==> src/rtl/approx_acc_pkg.sv <==
// rtl/approx_acc_pkg.sv - shared FSM encoding and default widths for the approximate MAC accumulator
package approx_acc_pkg;

    localparam int PROD_W_DEF = 16;
    localparam int ACC_W_DEF  = 24;
    localparam int CNT_W_DEF  = 8;

    typedef enum logic [1:0] {
        IDLE  = 2'd0,
        ACCUM = 2'd1,
        DONE  = 2'd2
    } acc_state_t;

endpackage

==> src/rtl/approx_acc_adder.sv <==
// rtl/approx_acc_adder.sv - combinational accumulator adder with carry; APPROX_ACC_SATURATE_EN clamps on carry
module approx_acc_adder #(
    parameter int ACC_W = 24
) (
    input  logic [ACC_W-1:0] a,
    input  logic [ACC_W-1:0] b,
    output logic [ACC_W-1:0] sum,
    output logic             carry
);

    logic [ACC_W:0] full;

    assign full  = {1'b0, a} + {1'b0, b};
    assign carry = full[ACC_W];

`ifdef APPROX_ACC_SATURATE_EN
    // Once pinned at all-ones, any further nonzero addend carries again, so the value stays clamped
    assign sum = carry ? {ACC_W{1'b1}} : full[ACC_W-1:0];
`else
    assign sum = full[ACC_W-1:0];
`endif

endmodule

==> src/rtl/approx_mac_accumulator.sv <==
// rtl/approx_mac_accumulator.sv - sums a programmed number of products, gates the multiplier; APPROX_ACC_SATURATE_EN selects saturation
module approx_mac_accumulator
    import approx_acc_pkg::*;
#(
    parameter int PROD_W = PROD_W_DEF,
    parameter int ACC_W  = ACC_W_DEF,
    parameter int CNT_W  = CNT_W_DEF
) (
    input  logic              clk,
    input  logic              rst,
    input  logic              start,
    input  logic [CNT_W-1:0]  len,
    output logic              mult_en,
    input  logic              prod_valid,
    input  logic [PROD_W-1:0] prod,
    output logic              prod_ready,
    output logic [ACC_W-1:0]  acc_out,
    output logic              out_valid,
    input  logic              out_ready,
    output logic              busy,
    output logic              ovf
);

    acc_state_t       state;
    acc_state_t       next_state;
    logic [ACC_W-1:0] acc;
    logic [CNT_W-1:0] cnt;
    logic [CNT_W-1:0] len_q;
    logic [ACC_W-1:0] sum;
    logic             carry;
    logic             beat;
    logic             last_beat;

    approx_acc_adder #(.ACC_W(ACC_W)) u_adder (
        .a     (acc),
        .b     (ACC_W'(prod)),
        .sum   (sum),
        .carry (carry)
    );

    assign beat       = prod_valid && (state == ACCUM);
    assign last_beat  = beat && (cnt == len_q - CNT_W'(1));
    assign prod_ready = (state == ACCUM);
    assign mult_en    = (state == ACCUM);
    assign out_valid  = (state == DONE);
    assign busy       = (state != IDLE);

    always_comb begin
        next_state = state;
        case (state)
            IDLE:    if (start) next_state = (len != '0) ? ACCUM : DONE;
            ACCUM:   if (last_beat) next_state = DONE;
            DONE:    if (out_ready) next_state = IDLE;
            default: next_state = IDLE;
        endcase
    end

    always_ff @(posedge clk) begin
        if (rst) begin
            state   <= IDLE;
            acc     <= '0;
            cnt     <= '0;
            len_q   <= '0;
            acc_out <= '0;
            ovf     <= 1'b0;
        end else begin
            state <= next_state;
            case (state)
                IDLE: begin
                    if (start) begin
                        acc   <= '0;
                        cnt   <= '0;
                        ovf   <= 1'b0;
                        len_q <= len;
                        // An empty run publishes zero straight away
                        if (len == '0) acc_out <= '0;
                    end
                end
                ACCUM: begin
                    if (beat) begin
                        acc <= sum;
                        cnt <= cnt + CNT_W'(1);
                        if (carry) ovf <= 1'b1;
                        if (last_beat) acc_out <= sum;
                    end
                end
                default: ;
            endcase
        end
    end

endmodule
==> config.mk <==
export PLATFORM = sky130hd
export DESIGN_NAME = approx_mac_accumulator
export DESIGN_NICKNAME = d
export VERILOG_FILES = /design/src/rtl/approx_acc_pkg.sv /design/src/rtl/approx_acc_adder.sv /design/src/rtl/approx_mac_accumulator.sv
export SDC_FILE = /design/constraint.sdc
export NUM_CORES = 1
export LEC_CHECK = 0
export CELL_PAD_IN_SITES_DETAIL_PLACEMENT = 1
export CELL_PAD_IN_SITES_GLOBAL_PLACEMENT = 1
export CORE_UTILIZATION = 44
export CTS_BUF_LIST = sky130_fd_sc_hd__clkbuf_16
export DETAILED_ROUTE_END_ITERATION = 16
export MAX_ROUTING_LAYER = met4
export PLACE_DENSITY_LB_ADDON = 0.1
export SLEW_MARGIN = 25
export SYNTH_ARGS = -nofsm -noshare
export SYNTH_HDL_FRONTEND = slang
export SYNTH_SLANG_ARGS = --single-unit
==> constraint.sdc <==
create_clock -name clk -period 3.76 [get_ports clk]
set_input_delay 0.376 -clock clk [delete_from_list [all_inputs] [get_ports clk]]
set_output_delay 0.376 -clock clk [all_outputs]
set_load 0.05 [all_outputs]
==> reports/metrics.cfg <==
[clocking]
hold_buffers=0
cts_buffers=9
clk_latency_ns=0.34
clockBufferDepth=2
htreeDepth=3
tritoncts=yes
clockRootBuffer=clkbuf_16
cts_sinks=67
path_clk_slew_ns=0.06
postCtsSetupRepairBufs=0
ctsResizeCount=0

[job]
maxCapViolCount=0

[global_routing]
grt_max_degree=56
first_global_vias=4261
grt_usage=0.2898
grt_pass1_wl_mm=21.23
globalRouteOverflowTotal=0
antenna_found_initial=0

[cells_and_area]
final_cell_mix=72 x nand2_1, 67 x dfxtp_1, 61 x a21oi_1
final_nets=612
drive_above_1_share=0.06151
num_antenna_cells=0
syn_to_final_growth_pct=23.31
postLayoutCellArea_um2=4990
final_common_cell=nand2_1

[logic_synthesis]
ys_ff_latch=67
seq_area_frac_synth=0.3315
synth_nets=565
synth_compound_area_frac=0.2557
syn-instance-count=517
synth_async_sr_flop_share=0
synthAdderAreaFrac=0.06061
synth_edf_count=0
syn_area_um2=4046
muxShareOfSynthArea=0.009895
synth_top_family_by_area=compound AO/OA/AOI/OAI gates
ys_types=60
synth_ff_type=dfxtp_1
synthSimpleGateAreaFrac=0.2335
ys_warn_count=0
synthXorXnorAreaFrac=0.06030
syn_area_per_cell_um2=7.827

[hold_path]
whs_path_depth=3
min_to=acc_out[0]$_SDFFE_PP0P_
hp-class=input port to flip-flop
hold_start=rst

[routing]
wl_per_cell_um=19.16
dr.first_iter.drc_count=201
firstDrtPassIters=11
viasPerCell=6.130
via_count=4150
postRouteWirelength_mm=12.97
detail-route-antenna-nets=0
detail_route.drc_violations=3

[power_and_ir_drop]
power.density_nw_per_um2=390.6
power_w=0.001949
cellLeakagePower_nw=1.825
peakVddDrop_mv=0.2826

[floorplan]
die_h_um=97.90
rows=34
io_pins=58
dieArea_um2=9583
die_w_um=97.90
fp.coreArea_um2=8806
initial_core_util=0.4595

[timing]
setup_tns_ns=0
min_period_over_period=0.8211
relSlewSlack=0.4317
final_max_slew_viol_count=0
period_needed_ns=3.087
setup_viol=0
worstMarginPinSlew_ns=0.8498
fmax_mhz=323.9
rsz0062_at_grt=false
hold_viol=0
finClkSkew_ns=0.005136

[outcome]
violations=DRC
status=finished with violations

[critical_path]
rrSetupSlack_ns=0.81
worstPathMaxFanout=4
endpoint_kind=flip-flop
rr_startpoint=acc[0]$_SDFFE_PP0P_
worstSetupStartpointType=input port
rr_endpoint=acc[16]$_SDFFE_PP0P_
arrival_ns=3.35
reg2reg_depth=10
worst-setup-path-type=input port to flip-flop
critPathRequiredTime_ns=4.02

[place]
gp_congestion=0.8863
io_buffers=57
dp_hpwl_mm=9.370
dpl_cell_area_um2=4697

cells by family after synthesis:
family / Yosys count
AND/OR/NAND/NOR: 194
AO/OA/AOI/OAI: 156
flip-flops: 67
buffers and inverters: 50
XOR/XNOR: 27
adder cells (fa/ha/maj): 19
multiplexers: 4
sequential cells by signal (all words and copies together), names as in the netlist:
name	count
state	2
len_q	8
acc_out	24
cnt	8
ovf	1
acc	24
how the worst max path moves through the flow:
stage	from	end	slack (ns)	cells after the start
finish	prod[0]	acc[16]$_SDFFE_PP0P_	0.67	11
global route	prod[0]	acc_out[20]$_SDFFE_PP0P_	0.44	11
CTS	prod[0]	acc[16]$_SDFFE_PP0P_	0.69	11
detailed placement	prod[0]	acc[16]$_SDFFE_PP0P_	0.34	11
global placement	prod[0]	acc[16]$_SDFFE_PP0P_	0.44	11
floorplan	prod[0]	acc[16]$_SDFFE_PP0P_	1.26	10
Yosys cell counts, types with 5 or more instances:
cell	instances	area share
inv_1	17	0.016
xnor2_1	14	0.030
nand2_1	72	0.067
nand2b_1	5	0.0077
a21oi_1	61	0.075
xor2_1	12	0.026
and2_1	7	0.011
nand4_1	12	0.019
o211ai_1	7	0.013
a21o_1	6	0.011
nor2_1	32	0.030
nor3_1	9	0.011
dfxtp_1	67	0.33
clkbuf_1	25	0.023
a31oi_1	5	0.0077
or3_1	8	0.012
o21ai_0	16	0.020
o21ai_1	7	0.0087
nand3_1	22	0.027
o32ai_1	8	0.017
ha_1	18	0.056
cell type report:
type	instances	area, um^2
Inverter	19	71.32
Sequential cell	67	1341
Tap cell	108	135.1
Clock buffer	9	225.2
Fill cell	1089	3816
Multi-Input combinational cell	400	2509
Timing Repair Buffer	67	640.6
Clock inverter	7	67.56
per-stage QoR:
stage	utilization	worst slack, ns	hold slack (ns)	instances
after floorplan	-	1.265	0.4400	517
after global placement	0.5334	0.4376	0.4375	661
final	0.5666	0.6728	0.4244	677
after detailed placement	0.5334	0.3418	0.4472	661
after CTS	0.5666	0.6897	0.4278	677
after global routing	0.5666	0.4436	0.4432	677
critical path, cell delays in order:
cell,delay (ns)
clkdlybuf4s50_1,0.47
ha_1,0.17
inv_1,0.06
fa_1,0.41
nor2b_1,0.17
o211ai_1,0.18
a211oi_1,0.52
o2111ai_1,0.31
and2_0,0.22
or3_1,0.30
a31oi_1,0.16
per-layer routing:
metal / global-route usage / routed length, um / up-vias
met4: 0.1061 / 230 / 0
met3: 0.03508 / 559 / 17
met1: 0.3488 / 5770 / 2044
li1: - / - / 1977
met2: 0.4957 / 6411 / 112
met5: - / 0 / -
where the power goes:
part | total (W) | internal, W | switching, W
Clock | 0.000849 | 0.000511 | 0.000338
Combinational | 0.000351 | 0.000127 | 0.000224
Sequential | 0.000749 | 0.000729 | 0.0000201
Power figures use the tool's default switching activity.
==> RTL edit: new RTL, same flow settings <==
Add a define of `APPROX_ACC_SATURATE_EN`.
--- a/src/rtl/approx_acc_adder.sv
+++ b/src/rtl/approx_acc_adder.sv
@@ -1,2 +1,4 @@
 // rtl/approx_acc_adder.sv - combinational accumulator adder with carry; APPROX_ACC_SATURATE_EN clamps on carry
+`define APPROX_ACC_SATURATE_EN
+
 module approx_acc_adder #(
Function: same outputs for any inputs over 4 cycles, from zero or initial values and one cycle with rst high; that may be too few to reach the edited logic, so the function may still have changed.
==> RTL edit against the original RTL <==
- power is 7.5% higher
- count of clock-buffer cells in the layout unchanged
- highest routed layer unchanged
- first-iteration DRC count shrank 28%
- synthesized area shrank 7.2%
- final cell count fell by 6.2%
- sequential cell count unchanged
- critical path depth fell by 2
- fmax about the same
- final area shrank 5.0%
- setup slack better by 0.0031 ns
- critical endpoint is now acc[23]
- via count shrank 9.9%
- wire length is 8.0% lower
==> RTL edit: results (changes against the original RTL) <==
Yosys cell types 55 (was 60); Leak 1.83 nW (about the same); Worst Hold Class reg2reg (was in2reg); clk root buf clkbuf_16 (unchanged); non-filler cells, final 635 (was 677); pin count of the biggest net entering global routing 36 (was 56); Least-Margin Pin Slew 0.905 ns (was 0.850 ns); vias in the first global route 3,704 (was 4,261); worst setup path startpoint prod[3] (was prod[0]); NetSw 0.576 mW (was 0.583 mW); fraction of layout cells with a size suffix above 1 6.42% (was 6.15%); Via density 5.89 (was 6.13); CP arrival 3.32 ns (was 3.35 ns); Total GRT Usage 29.1% (was 29.0%); Crit Path Max Fanout 5 (was 4); Routed Wire Length 11,900 um (was 13,000 um); average size of a mapped cell 7.89 sq um (was 7.83 sq um); Placed Area 4390 sq um (was 4700 sq um); syn_nets 524 (was 565); drt pass-1 iters 6 (was 11); hpwl dp 8600 um (was 9370 um); most frequent cells after synthesis 67 x dfxtp_1, 62 x nand2_1, 52 x o21ai_0, 49 x a21oi_1, 38 x nor2_1 (was 72 x nand2_1, 67 x dfxtp_1, 61 x a21oi_1, 32 x nor2_1, 25 x clkbuf_1); Nets 573 (was 612); Synth area leaders dfxtp_1 36%, o21ai_0 6.9%, a21oi_1 6.5%, nand2_1 6.2%, ha_1 6.0% (was dfxtp_1 33%, a21oi_1 7.5%, nand2_1 6.7%, ha_1 5.6%, xnor2_1 3.0%); Hold Startpoint acc_out[0] (was rst); CTS tree built (unchanged); status completed (was complete, but fails checks); GPL Wtd Cong 0.944 (was 0.886); Cells after DPL 619 (was 661); Clock Skew 0.0103 ns (was 0.00514 ns)
[RTL edit: cell count changes after synthesis, sizes merged, moves of 7 or more]
cell	delta
o32ai	-8
a21oi	-12
inv	-13
a22o	+7
nand2	-10
o21ai	+31
[RTL edit: power groups by stage]
stage	registers, mW	clock network (mW)	logic (mW)
after floorplan	0.758	0	0.233
after global placement	0.766	0	0.334
after detailed placement	0.768	0	0.343
after CTS	0.752	1.00	0.348
after global routing	0.755	1.03	0.382
final	0.752	0.992	0.351
[RTL edit: cell families (layout without fill, tap and decap cells)]
| kind of cell | Yosys count | count (layout) | share of synthesized area (%) |
|---|---|---|---|
| buf+inv | 33 | 87 | 3.97 |
| xor+xnor | 27 | 27 | 6.30 |
| flops | 67 | 67 | 35.7 |
| fa+ha+maj | 19 | 19 | 6.53 |
| compound gates | 157 | 157 | 25.4 |
| simple gates | 170 | 170 | 21.3 |
| mux | 3 | 3 | 0.800 |
[RTL edit: final timing paths]
path | slack [ns] | cells past startpoint | end
worst min-delay path | 0.43 | 2 | acc_out[0]
worst max-delay path | 0.68 | 9 | acc[23]
worst max register to register | 0.82 | 8 | acc[23]
worst min register to register | 0.43 | 2 | acc_out[0]
[RTL edit: cell type report]
cell class | instances | area [sq um]
clock buffers | 9 | 225
clock inverters | 7 | 123
fillers | 1000 | 3520
inverters | 5 | 18.8
multi-input cells | 376 | 2260
flip-flops and latches | 67 | 1340
well taps | 105 | 131
repair buffers | 66 | 638
[RTL edit: metal layers]
layer	GRT usage, %	vias up	part of all wire (%)
met5	-	-	0
met4	7.82	0	1.3
met3	5.07	15	4.4
met2	45.8	92	46
met1	38.3	1808	48
li1	-	1825	-
[RTL edit: critical path: stages]
cell and delay, ns:
clkdlybuf4s50_1 0.41, ha_1 0.35, o211ai_1 0.12, o21ai_0 0.46
a41oi_1 0.39, o22ai_1 0.56, and3_1 0.30, a21oi_1 0.08
a311oi_1 0.27
[RTL edit: stage by stage]
step / setup slack (ns) / util [%] / hold slack, ns
finish: 0.676 / 57.4 / 0.435
global route: 0.545 / 57.4 / 0.448
CTS: 0.729 / 57.4 / 0.440
detailed placement: 0.426 / 53.2 / 0.432
global placement: 0.507 / 53.2 / 0.425
floorplan: 1.15 / - / 0.420
